File: src/rtl/picture_xfer_ctrl.sv
// Picture round-trip sequencer: UART bytes -> picture memory -> accelerator -> memory -> UART.
// Optional trailing XOR checksum byte when PICTURE_XFER_CHECKSUM_EN is defined.
module picture_xfer_ctrl #(
  parameter int P_WORDS    = 25344,
  parameter int P_OUT_BASE = 25344,
  parameter int P_ADDR_W   = 16
) (
  input  logic                clk,
  input  logic                rst,
  input  logic [7:0]          rx_data,
  input  logic                rx_stb,
  output logic [7:0]          tx_data,
  output logic                tx_stb,
  input  logic                tx_ack,
  output logic                mem_en,
  output logic                mem_we,
  output logic [P_ADDR_W-1:0] mem_addr,
  output logic [31:0]         mem_wdata,
  input  logic [31:0]         mem_rdata,
  output logic                acc_start,
  input  logic                acc_finish,
  output logic                busy
);

  localparam logic [P_ADDR_W-1:0] LAST_WORD = P_ADDR_W'(P_WORDS - 1);
  localparam logic [P_ADDR_W-1:0] OUT_BASE  = P_ADDR_W'(P_OUT_BASE);

  typedef enum logic [2:0] {
    S_RX,
    S_START,
    S_WAIT,
    S_RD,
    S_LATCH,
`ifdef PICTURE_XFER_CHECKSUM_EN
    S_CSUM,
`endif
    S_SEND
  } state_t;

  state_t                state, state_next;
  logic [31:0]           asm_word;
  logic [31:0]           tx_word;
  logic [1:0]            rx_idx;
  logic [1:0]            tx_idx;
  logic                  wr_pend;
  logic                  gap;
  logic [P_ADDR_W-1:0]   word_cnt;
  logic [7:0]            tx_byte;
  logic                  last_word;
`ifdef PICTURE_XFER_CHECKSUM_EN
  logic [7:0]            csum;
`endif

  assign tx_byte   = tx_word[{tx_idx, 3'b000} +: 8];
  assign last_word = (word_cnt == LAST_WORD);
  assign busy      = (state != S_RX) || (rx_idx != 2'd0) || wr_pend;

  always_ff @(posedge clk or posedge rst) begin
    if (rst) state <= S_RX;
    else     state <= state_next;
  end

  // gap forces tx_stb low for one cycle after every accepted byte
  always_comb begin
    state_next = state;
    mem_en     = 1'b0;
    mem_we     = 1'b0;
    mem_addr   = '0;
    mem_wdata  = '0;
    acc_start  = 1'b0;
    tx_stb     = 1'b0;
    tx_data    = 8'h00;
    case (state)
      S_RX: begin
        if (wr_pend) begin
          mem_en    = 1'b1;
          mem_we    = 1'b1;
          mem_addr  = word_cnt;
          mem_wdata = asm_word;
          if (last_word) state_next = S_START;
        end
      end
      S_START: begin
        acc_start  = 1'b1;
        state_next = S_WAIT;
      end
      S_WAIT: begin
        if (acc_finish) state_next = S_RD;
      end
      S_RD: begin
        mem_en     = 1'b1;
        mem_addr   = OUT_BASE + word_cnt;
        state_next = S_LATCH;
      end
      S_LATCH: begin
        state_next = S_SEND;
      end
      S_SEND: begin
        tx_stb  = !gap;
        tx_data = tx_byte;
        if (!gap && tx_ack && tx_idx == 2'd3) begin
          if (!last_word)
            state_next = S_RD;
          else
`ifdef PICTURE_XFER_CHECKSUM_EN
            state_next = S_CSUM;
`else
            state_next = S_RX;
`endif
        end
      end
`ifdef PICTURE_XFER_CHECKSUM_EN
      S_CSUM: begin
        tx_stb  = !gap;
        tx_data = csum;
        if (!gap && tx_ack) state_next = S_RX;
      end
`endif
      default: state_next = S_RX;
    endcase
  end

  always_ff @(posedge clk or posedge rst) begin
    if (rst) begin
      asm_word <= '0;
      tx_word  <= '0;
      rx_idx   <= '0;
      tx_idx   <= '0;
      wr_pend  <= 1'b0;
      gap      <= 1'b0;
      word_cnt <= '0;
`ifdef PICTURE_XFER_CHECKSUM_EN
      csum     <= '0;
`endif
    end else begin
      case (state)
        S_RX: begin
          if (wr_pend) begin
            wr_pend <= 1'b0;
            if (!last_word) word_cnt <= word_cnt + 1'b1;
          end
          // a byte may land in the write cycle; it starts the next word
          if (rx_stb) begin
            asm_word[{rx_idx, 3'b000} +: 8] <= rx_data;
            rx_idx <= rx_idx + 2'd1;
            if (rx_idx == 2'd3) wr_pend <= 1'b1;
          end
        end
        S_WAIT: begin
          if (acc_finish) begin
            word_cnt <= '0;
`ifdef PICTURE_XFER_CHECKSUM_EN
            csum     <= '0;
`endif
          end
        end
        S_LATCH: begin
          tx_word <= mem_rdata;
          tx_idx  <= '0;
          gap     <= 1'b0;
        end
        S_SEND: begin
          if (gap) begin
            gap <= 1'b0;
          end else if (tx_ack) begin
`ifdef PICTURE_XFER_CHECKSUM_EN
            csum <= csum ^ tx_byte;
`endif
            if (tx_idx == 2'd3) begin
              if (last_word) begin
                word_cnt <= '0;
                tx_idx   <= '0;
                rx_idx   <= '0;
                wr_pend  <= 1'b0;
`ifdef PICTURE_XFER_CHECKSUM_EN
                gap      <= 1'b1;
`endif
              end else begin
                word_cnt <= word_cnt + 1'b1;
              end
            end else begin
              tx_idx <= tx_idx + 2'd1;
              gap    <= 1'b1;
            end
          end
        end
`ifdef PICTURE_XFER_CHECKSUM_EN
        S_CSUM: begin
          if (gap) begin
            gap <= 1'b0;
          end else if (tx_ack) begin
            word_cnt <= '0;
            tx_idx   <= '0;
            rx_idx   <= '0;
            wr_pend  <= 1'b0;
          end
        end
`endif
        default: ;
      endcase
    end
  end

endmodule

File: config.mk
export PLATFORM = sky130hd
export DESIGN_NAME = picture_xfer_ctrl
export DESIGN_NICKNAME = d
export VERILOG_FILES = /design/src/rtl/picture_xfer_ctrl.sv
export SDC_FILE = /design/constraint.sdc
export NUM_CORES = 1
export LEC_CHECK = 0
export BUFFER_PORTS_ARGS = -buffer_cell sky130_fd_sc_hd__buf_2
export CAP_MARGIN = 0
export CORE_MARGIN = 4
export CORE_UTILIZATION = 29
export CTS_CLUSTER_SIZE = 40
export DETAILED_ROUTE_END_ITERATION = 8
export GPL_TIMING_DRIVEN = 0
export SLEW_MARGIN = 10
export SYNTH_ARGS = -nofsm -noshare
export SYNTH_HDL_FRONTEND = slang
export SYNTH_SLANG_ARGS = --single-unit
File: constraint.sdc
create_clock -name clk -period 3.93 [get_ports clk]
set_clock_uncertainty 0.1 [all_clocks]
set_input_delay 0.393 -clock clk [delete_from_list [all_inputs] [get_ports clk]]
set_output_delay 0.393 -clock clk [all_outputs]
set_load 0.05 [all_outputs]
==> impl_metrics.toml, run 1 <==
[global_route]
grt_use_total_pct = 14.7
antenna_found_initial = 1
grt_pass1_vias = 4307
grt_pass1_wl_um = 21700
grt_start_max_net_pins = 47
grt_overflow = 0

[clock_network]
post_cts_resized = 0
h-tree-depth = 3
postCtsSetupRepairBufs = 0
cts_tree = "yes"
hold_buffers = 0
numCtsBuffers = 9
clockBufferDepth = 2
insertion_delay_ns = 0.35
cts_root_buffer = "clkbuf_16"
cts.clk_slew.worst_paths_ns = 0.07
cts_sinks = 89

[cells_and_area]
n_antenna_cell = 0
nNetsFinal = 662
area_growth_pct = 23.6
drive_above_1_share_pct = 29.1

[drt]
remaining_drc_errors = 0
wl_um = 13100
ant_nets = 0
wl_per_cell_um = 15.8
vias = 4095
vias_per_cell = 4.95
firstDrtPassIters = 4
drtIter0Drc = 189

[yosys]
syn_inst = 490
syn_nets = 545
dominantRegCellSynth = "dfrtp_1"
synth_area_leaders = "dfrtp_1, mux2_2, nand2_1"
ys_seq_area_share_pct = 46.7
synthDistinctLibCells = 55
synth_area_um2 = 4770
async_flop_share_pct = 100
netlist.area_leader.share_pct = 46.7
ys_seq_elements = 89
synth_edf_count = 0
avgSynthCellArea_um2 = 9.73
yosysWarnings = 0
yosysTopAreaCell = "dfrtp_1"

[power_and_ir_drop]
switching_share_pct = 30.7
leakage_nw = 2.94
p_per_area_nw_per_um2 = 411
p_comb_share_pct = 17.8
clkPwrFrac_pct = 36.2
ir_drop_uv = 212
power_frac_seq_pct = 46.0
power.switching_w = 0.000742
intPower_w = 0.00168

[timing]
slew_headroom_pct = 39.8
rsz0062_at_grt = "no"
timing.final.crit_share_pct = 81.2
worst_slack_ns = 0.738
period_minus_slack_ns = 3.19
hold_violations = 0
clock.fmax_mhz = 313
worst_slew_pin_slew_ns = 0.901
setup_tns_ns = 0
maxSlewViolCount = 0
setup_viol = 0

[critical_path]
max_stage_delay_ns = 0.64
arrival_ns = 2.70
endpoint_kind = "output port"
cpMaxStageDelayCell = "nor3_2"
crit_top_cell = "buf_2"
critPathMaxFanout = 10
path_class = "flip-flop to output port"
cp.required_ns = 3.44
cp_cell_sequence = "buf_2, nor3_2, nand2_1, inv_1, o21ai_0, o31ai_1, buf_2"
critPathLaunchType = "flip-flop"

[job]
max_cap_violations = 0

[die]
core_area_um2 = 16000
rows = 46
top_level_ports = 106
fp.dieW_um = 136
start_util_pct = 29.8
dieArea_um2 = 18500
die_y_um = 136

[hold_path]
hp-class = "primary input to async pin"

[placed_design]
dpl_worst_slack_ns = 1.09
dpl.hpwl_um = 9670
port_buffers = 105
place_congestion = 0.819

[status]
status = "complete, no violations"
## cells by family (layout without fill, tap and decap cells)
group	Yosys count	in the layout	share of synthesized area (%)
DFF	89	89	46.7
buffers and inverters	35	157	3.20
muxes	42	42	11.8
and+or+nand+nor	215	215	23.6
xor gates and xnor gates	3	3	0.551
adders and majority gates	10	10	2.63
AOI/OAI and AO/OA	96	96	11.5
## final timing paths
check                        startpoint            to  slack [ns]  cells after the start
max                            state[1]  mem_addr[15]        0.74                      7
min                                 rst   tx_word[18]        0.01                      2
max reg2reg                 word_cnt[8]   word_cnt[7]        1.26                      8
min reg2reg                asm_word[14]  asm_word[14]        0.37                      2
max in group asynchronous           rst  asm_word[15]        3.09                      3
min in group clk           mem_rdata[5]    tx_word[5]        0.17                      2
## power groups by stage
stage	clock network [W]	logic (W)	registers (W)
after CTS	0.000900	0.000436	0.00111
after global routing	0.000941	0.000495	0.00113
final	0.000875	0.000431	0.00111
after detailed placement	0	0.000434	0.00113
after floorplan	0	0.000311	0.00110
after global placement	0	0.000416	0.00112
## synth_stat cells, drive strengths merged (8+ instances only)
| master | number |
|---|---|
| or3 | 10 |
| ha | 10 |
| and3 | 33 |
| mux4 | 8 |
| nor2 | 16 |
| a21oi | 16 |
| o21ai | 58 |
| inv | 9 |
| dfrtp | 89 |
| clkbuf | 15 |
| buf | 11 |
| nand2 | 97 |
| mux2 | 33 |
| and2 | 10 |
| nor2b | 9 |
## per-stage QoR
stage / cell area, µm² / total power [W] / hold WS [ns] / utilization (%) / cells
global placement: 5560 / 0.00154 / 0.358 / 34.8 / 811
global route: 5890 / 0.00257 / 0.0670 / 36.8 / 828
CTS: 5890 / 0.00245 / 0.0366 / 36.8 / 828
detailed placement: 5590 / 0.00156 / 0.362 / 34.9 / 812
finish: 5890 / 0.00242 / 0.0146 / 36.8 / 828
floorplan: 4770 / 0.00141 / 0.342 / - / 490
## registers in the layout (all words and copies together) (netlist names)
register and cells:
asm_word 32, gap 1, rx_idx 2, state 3
tx_idx 2, tx_word 32, word_cnt 16, wr_pend 1
## layout make-up
cell class,count,area [µm²]
flip-flops and latches,89,2230
fillers,1678,10100
clock buffers,12,246
plain buffers,26,119
inverters,9,36.3
multi-input cells,366,2390
clock inverters,4,52.6
well taps,216,270
repair buffers,106,553
## layer usage
layer  GRT usage (%)  share of wire (%)  vias to the layer above
li1                -                  -                     1963
met1            18.9                 44                     2008
met2            24.5                 49                      102
met3            3.22                5.1                       20
met4            5.26                1.6                        2
met5               0              0.099                        -
## cell usage in the layout, fill, tap and decap left out, types with 4 or more instances in the layout
master,netlist,final
a21oi_1,16,16
and2_1,10,10
and3_1,33,33
buf_2,8,113
clkbuf_1,15,17
clkbuf_16,0,9
dfrtp_1,89,89
ha_1,10,10
inv_1,9,8
mux2_2,33,33
mux4_2,8,8
nand2_1,97,97
nand2b_1,5,5
nand3_1,5,5
nand3b_1,4,4
nor2_1,16,16
nor2b_1,9,9
nor3_1,4,4
o21ai_0,57,57
o31ai_1,5,5
or3_1,10,10
## worst max-delay path: cells and delay by family, from the launching register on
kind                   cells  cell delay [ns]
AND/OR/NAND/NOR            2             0.97
buffers and inverters      3             0.76
flip-flops                 1             0.40
AO/OA/AOI/OAI              2             0.22
Power figures use the tool's default switching activity.
==> inputs of run 2 (changes only) <==
- ABC_AREA: not set -> 1
- clock period: 3.93 -> 2.7 ns (I/O delays scaled with it)
==> run 2 against run 1 <==
Compared with the run above: cell area increased by 8.5%; critical path depth increased by 3; synthesized area increased by 7.5%; final cell count increased by 27%; die area increased by 7.0%; non-clock buffer count increased by 7; core utilization increased by 0.13 points; critical endpoint is now mem_wdata[27]; flip-flop and latch count unchanged.
==> impl_metrics.toml, run 2 <==
[yosys]
ys_seq_area_share_pct = 43.5
synth_area_um2 = 5120
netlist.area_leader.share_pct = 43.5
yosysTopAreaCell = "dfrtp_1"
syn_nets = 756
synthDistinctLibCells = 32
yosysWarnings = 0
yosysMostFrequentCell = "nand2_1"
synth_area_leaders = "dfrtp_1, nand2_1, o21ai_0"
synth_edf_count = 0
dominantRegCellSynth = "dfrtp_1"
async_flop_share_pct = 100
avgSynthCellArea_um2 = 7.31
syn_inst = 701
synth_common_cells = "nand2_1, inv_1, dfrtp_1"
ys_seq_elements = 89

[cells_and_area]
area_growth_pct = 24.8
nNetsFinal = 876
n_antenna_cell = 0
instances_no_fill = 1051
fillCellCount = 1871
drive_above_1_share_pct = 21.7
utilization_pct = 37.0
fin_area_um2 = 6390
mostFrequentLayoutCells = "nand2_1, buf_2, inv_1"
reg.largest.list = "asm_word: 32 flops, tx_word: 32 flops, word_cnt: 16 flops"
final_common_cell = "nand2_1"

[placed_design]
place_congestion = 0.851
port_buffers = 105
placed_cells = 1032
placed_cell_area_um2 = 5960
dpl.hpwl_um = 10600

[critical_path]
cp_cell_sequence = "nor2_2, inv_2, nor2_4, inv_2, nor2_4, inv_2, buf_2, buf_6, nor2_2, buf_2"
critPathLaunchType = "flip-flop"
max_stage_delay_ns = 0.46
cp.required_ns = 2.33
endpoint_kind = "output port"
r2r_slack_ns = 0.26
timing.rr.start = "rx_idx[0]"
cpMaxStageDelayCell = "dfrtp_2"
critPathMaxFanout = 10
path_class = "flip-flop to output port"
r2r_cells = 7
r2r_end = "asm_word[6]"
arrival_ns = 2.20
crit_top_cell = "inv_2"

[drt]
vias = 4809
ant_nets = 0
firstDrtPassIters = 4
remaining_drc_errors = 0
vias_per_cell = 4.58
wl_um = 14100
wl_per_cell_um = 13.4
drtIter0Drc = 220

[die]
core_area_um2 = 17300
fp.dieW_um = 141
top_level_ports = 106
start_util_pct = 29.6
rows = 48
dieArea_um2 = 19900
die_y_um = 141

[power_and_ir_drop]
intPower_w = 0.00363
power.switching_w = 0.00300
power_frac_seq_pct = 31.8
ir_drop_uv = 619
p_comb_share_pct = 45.7
p_per_area_nw_per_um2 = 1040
clkPwrFrac_pct = 22.5
switching_share_pct = 45.2
leakage_nw = 3.24

[global_route]
antenna_found_initial = 0
grt_pass1_wl_um = 23500
grt_start_max_net_pins = 58
grt_use_total_pct = 14.6
grt_overflow = 0
grt_pass1_vias = 4795

[clock_network]
cts_root_buffer = "clkbuf_16"
h-tree-depth = 3
cts_sinks = 89
clockBufferDepth = 2
cts_tree = "yes"
cts.clk_slew.worst_paths_ns = 0.07
insertion_delay_ns = 0.35
numCtsBuffers = 9

[job]
max_cap_violations = 0

[hold_path]
hold_path_end = "tx_word[2]"
min_path_cells = 3
min-delay-start = "mem_rdata[2]"
hp-class = "primary input to flip-flop"

[timing]
worst_slew_pin_slew_ns = 0.601
slew_headroom_pct = 59.8
timing.final.crit_share_pct = 95.2
setup_viol = 0
setup_tns_ns = 0
period_minus_slack_ns = 2.57
hold_violations = 0
rsz0062_at_grt = "no"
clock.fmax_mhz = 389
maxSlewViolCount = 0
holdWs_ns = 0.0235

[status]
status = "complete, no violations"
run 2: changes by cell type in the layout (fill, tap and decap cells not counted), moves of 9 or more:
cell and delta:
buf_2 -17, nand2_1 +86, inv_1 +82, nor2b_1 -9, clkbuf_4 +15, nand3_1 +38
nand4_1 +20, and3_1 -33, and2_1 -10, or3_1 -10, nor2_1 +62, mux2_2 -33
nor2_2 +12, o21ai_0 +16
run 2: layout make-up:
cell class	count	area, µm²	area share, %
flip-flops and latches	89	2230	34.9
clock buffers	9	225	3.52
plain buffers	30	175	2.74
inverters	98	370	5.79
repair buffers	109	621	9.71
clock inverters	7	126	1.98
well taps	225	282	4.40
multi-input cells	484	2360	37.0
run 2: worst max-delay path by stage:
stage               from             to  slack (ns)  cells after the start
2_1_floorplan   state[0]   mem_addr[10]       -0.16                      8
3_3_place_gp         rst   word_cnt[12]       -1.22                      2
3_5_place_dp   rx_idx[0]    asm_word[4]       -0.04                      7
4_1_cts         state[0]  mem_wdata[28]        0.02                     10
5_1_grt        rx_idx[0]   asm_word[22]       0.005                      7
6_report        state[0]  mem_wdata[27]        0.13                     10
run 2: power by group through the flow:
| stage | clock (W) | sequential (W) | combinational, W |
|---|---|---|---|
| final | 0.00149 | 0.00211 | 0.00303 |
| after global routing | 0.00158 | 0.00218 | 0.00342 |
| after CTS | 0.00152 | 0.00211 | 0.00300 |
| after detailed placement | 0 | 0.00213 | 0.00298 |
| after global placement | 0 | 0.00211 | 0.00295 |
| after floorplan | 0 | 0.00206 | 0.00226 |
run 2: cell families (layout without fill, tap and decap cells):
group | after synthesis | after routing | share of synthesized area, %
simple gates | 355 | 355 | 30.6
buf+inv | 128 | 253 | 10.6
compound gates | 109 | 109 | 11.2
flops | 89 | 89 | 43.5
fa+ha+maj | 10 | 10 | 2.44
xor+xnor | 10 | 10 | 1.71
run 2: stage by stage:
stage | worst slack (ns) | power [W]
after floorplan | -0.158 | 0.00432
after global placement | -1.22 | 0.00505
after detailed placement | -0.0432 | 0.00511
after CTS | 0.0227 | 0.00663
after global routing | 0.00480 | 0.00718
final | 0.130 | 0.00663
run 2: metal layers:
metal  vias to the layer above  global-route usage [%]  routed length [µm]
met3                        19                    3.19                 727
met5                         -                       0                   0
li1                       2463                       -                   -
met1                      2190                    20.5                6950
met2                       137                    22.5                6200
met4                         0                    4.59                 236
run 2: what timing repair did:
action                     in CTS  in global routing
gates cloned                    0                  0
hold buffers                    1                  0
buffers inserted                0                  2
hold endpoints to repair       32                  0
setup endpoints to repair       8                 41
resized for setup               1                 22
pin swaps                       0                  1
run 2: critical path, delay by kind of cell, from the launching register on:
family / cells / cell delay (ns)
simple gates: 4 / 0.52
flops: 1 / 0.46
buf+inv: 6 / 0.88
==> inputs of run 3 (changes only) <==
- ABC_AREA: 1 -> not set
==> run 3 against run 2 <==
Compared with the run above: setup slack worse by 0.010 ns; final cell count is 21% lower; clock power is 15% lower; non-clock buffer count is 1 lower; core utilization is 0.31 points higher; maximum frequency is 0.41% lower; sequential share of layout area is 2.5 points higher; cell area is 6.7% lower; routed wire length is 6.9% lower; critical path type unchanged.
==> impl_metrics.toml, run 3 (synthesis results as in run 1) <==
[status]
status = "complete, no violations"

[global_route]
grt_pass1_vias = 4333
antenna_found_initial = 1
grt_overflow = 0
grt_start_max_net_pins = 47
grt_use_total_pct = 14.8
grt_pass1_wl_um = 21800

[critical_path]
r2r_slack_ns = 0.19
startpoint = "state[2]"
cp.required_ns = 2.33
r2r_cells = 9
timing.rr.start = "word_cnt[8]"
endpoint_kind = "output port"
path_class = "flip-flop to output port"
critPathLaunchType = "flip-flop"
critPathMaxFanout = 10
arrival_ns = 2.21
r2r_end = "word_cnt[7]"

[timing]
worst_slew_pin_slew_ns = 0.887
slew_headroom_pct = 40.8
period_minus_slack_ns = 2.58
maxSlewViolCount = 0
timing.final.crit_share_pct = 95.6
setup_viol = 0
hold_violations = 0
setup_tns_ns = 0
clock.fmax_mhz = 388

[placed_design]
dpl.hpwl_um = 9670
place_congestion = 0.819
port_buffers = 105
placed_cells = 812

[die]
dieArea_um2 = 18500
top_level_ports = 106
fp.dieW_um = 136
die_y_um = 136
start_util_pct = 29.8
core_area_um2 = 16000
rows = 46

[cells_and_area]
mostFrequentLayoutCells = "buf_2, nand2_1, dfrtp_1"
n_antenna_cell = 0
reg.largest.list = "asm_word: 32 flops, tx_word: 32 flops, word_cnt: 16 flops"
instances_no_fill = 834
final_common_cell = "buf_2"
nNetsFinal = 668
drive_above_1_share_pct = 30.4
area_growth_pct = 25.1

[drt]
vias_per_cell = 4.94
ant_nets = 0
wl_per_cell_um = 15.8
drtIter0Drc = 211
vias = 4124
firstDrtPassIters = 4
wl_um = 13100
remaining_drc_errors = 0

[hold_path]
hold_path_end = "tx_word[5]"
min-delay-start = "mem_rdata[5]"
min_path_cells = 2
hp-class = "primary input to flip-flop"

[clock_network]
cts.clk_slew.worst_paths_ns = 0.07
cts_tree = "yes"
cts_root_buffer = "clkbuf_16"
insertion_delay_ns = 0.35
numCtsBuffers = 9
h-tree-depth = 3
cts_sinks = 89
clockBufferDepth = 2

[power_and_ir_drop]
ir_drop_uv = 311
power_w = 0.00353
leakage_nw = 2.98
p_per_area_nw_per_um2 = 592

[job]
max_cap_violations = 0
-- run 3: cell type report --
cell class / instances / area, µm²
well taps: 216 / 270
clock buffers: 12 / 246
flip-flops and latches: 89 / 2230
plain buffers: 26 / 123
inverters: 9 / 36.3
clock inverters: 4 / 52.6
fillers: 1674 / 10000
repair buffers: 112 / 603
multi-input cells: 366 / 2400
-- run 3: where the power goes --
group          internal (W)  total [W]  switching [W]  leakage, nW
logic              0.000201   0.000630       0.000429         1.63
clock network      0.000743    0.00127       0.000531        0.135
registers           0.00150    0.00162       0.000123         1.22
total               0.00245    0.00353        0.00108         2.98
-- run 3: worst max path at each step --
stage	to	slack, ns	cells after the start
2_1_floorplan	mem_addr[13]	-0.03	4
3_3_place_gp	word_cnt[8]	-1.09	2
3_5_place_dp	mem_addr[15]	-0.01	7
4_1_cts	mem_addr[15]	0.007	5
5_1_grt	mem_addr[15]	-0.007	7
6_report	mem_addr[15]	0.12	7
-- run 3: routing by layer --
layer / track usage (%) / routed length, µm
met5: 0 / 13
met4: 5.26 / 196
met3: 3.22 / 577
met2: 24.5 / 6470
met1: 19.0 / 5890
-- run 3: what timing repair did --
item                                   in CTS  in global routing
buffers inserted                            3                  2
pin swaps                                   1                  1
endpoints found under the hold margin      43                  0
hold buffers                                1                  0
resized for setup                           3                  5
setup endpoints to repair                  48                 24
-- run 3: critical path, cell delays in order, from the launching register on --
cell and delay (ns):
dfrtp_1 0.47, clkbuf_1 0.24, nand3b_1 0.23, buf_4 0.18, nor4_1 0.24, o21ai_0 0.12, o31ai_1 0.09, clkbuf_4 0.29
-- run 3: stage by stage --
step	setup WS (ns)	area (µm²)	hold WS (ns)	util (%)
global route	-0.00691	5960	0.0442	37.3
CTS	0.00665	5930	0.0388	37.1
global placement	-1.09	5560	0.358	34.8
floorplan	-0.0301	4770	0.297	-
detailed placement	-0.0140	5590	0.289	34.9
finish	0.120	5960	0.0488	37.3
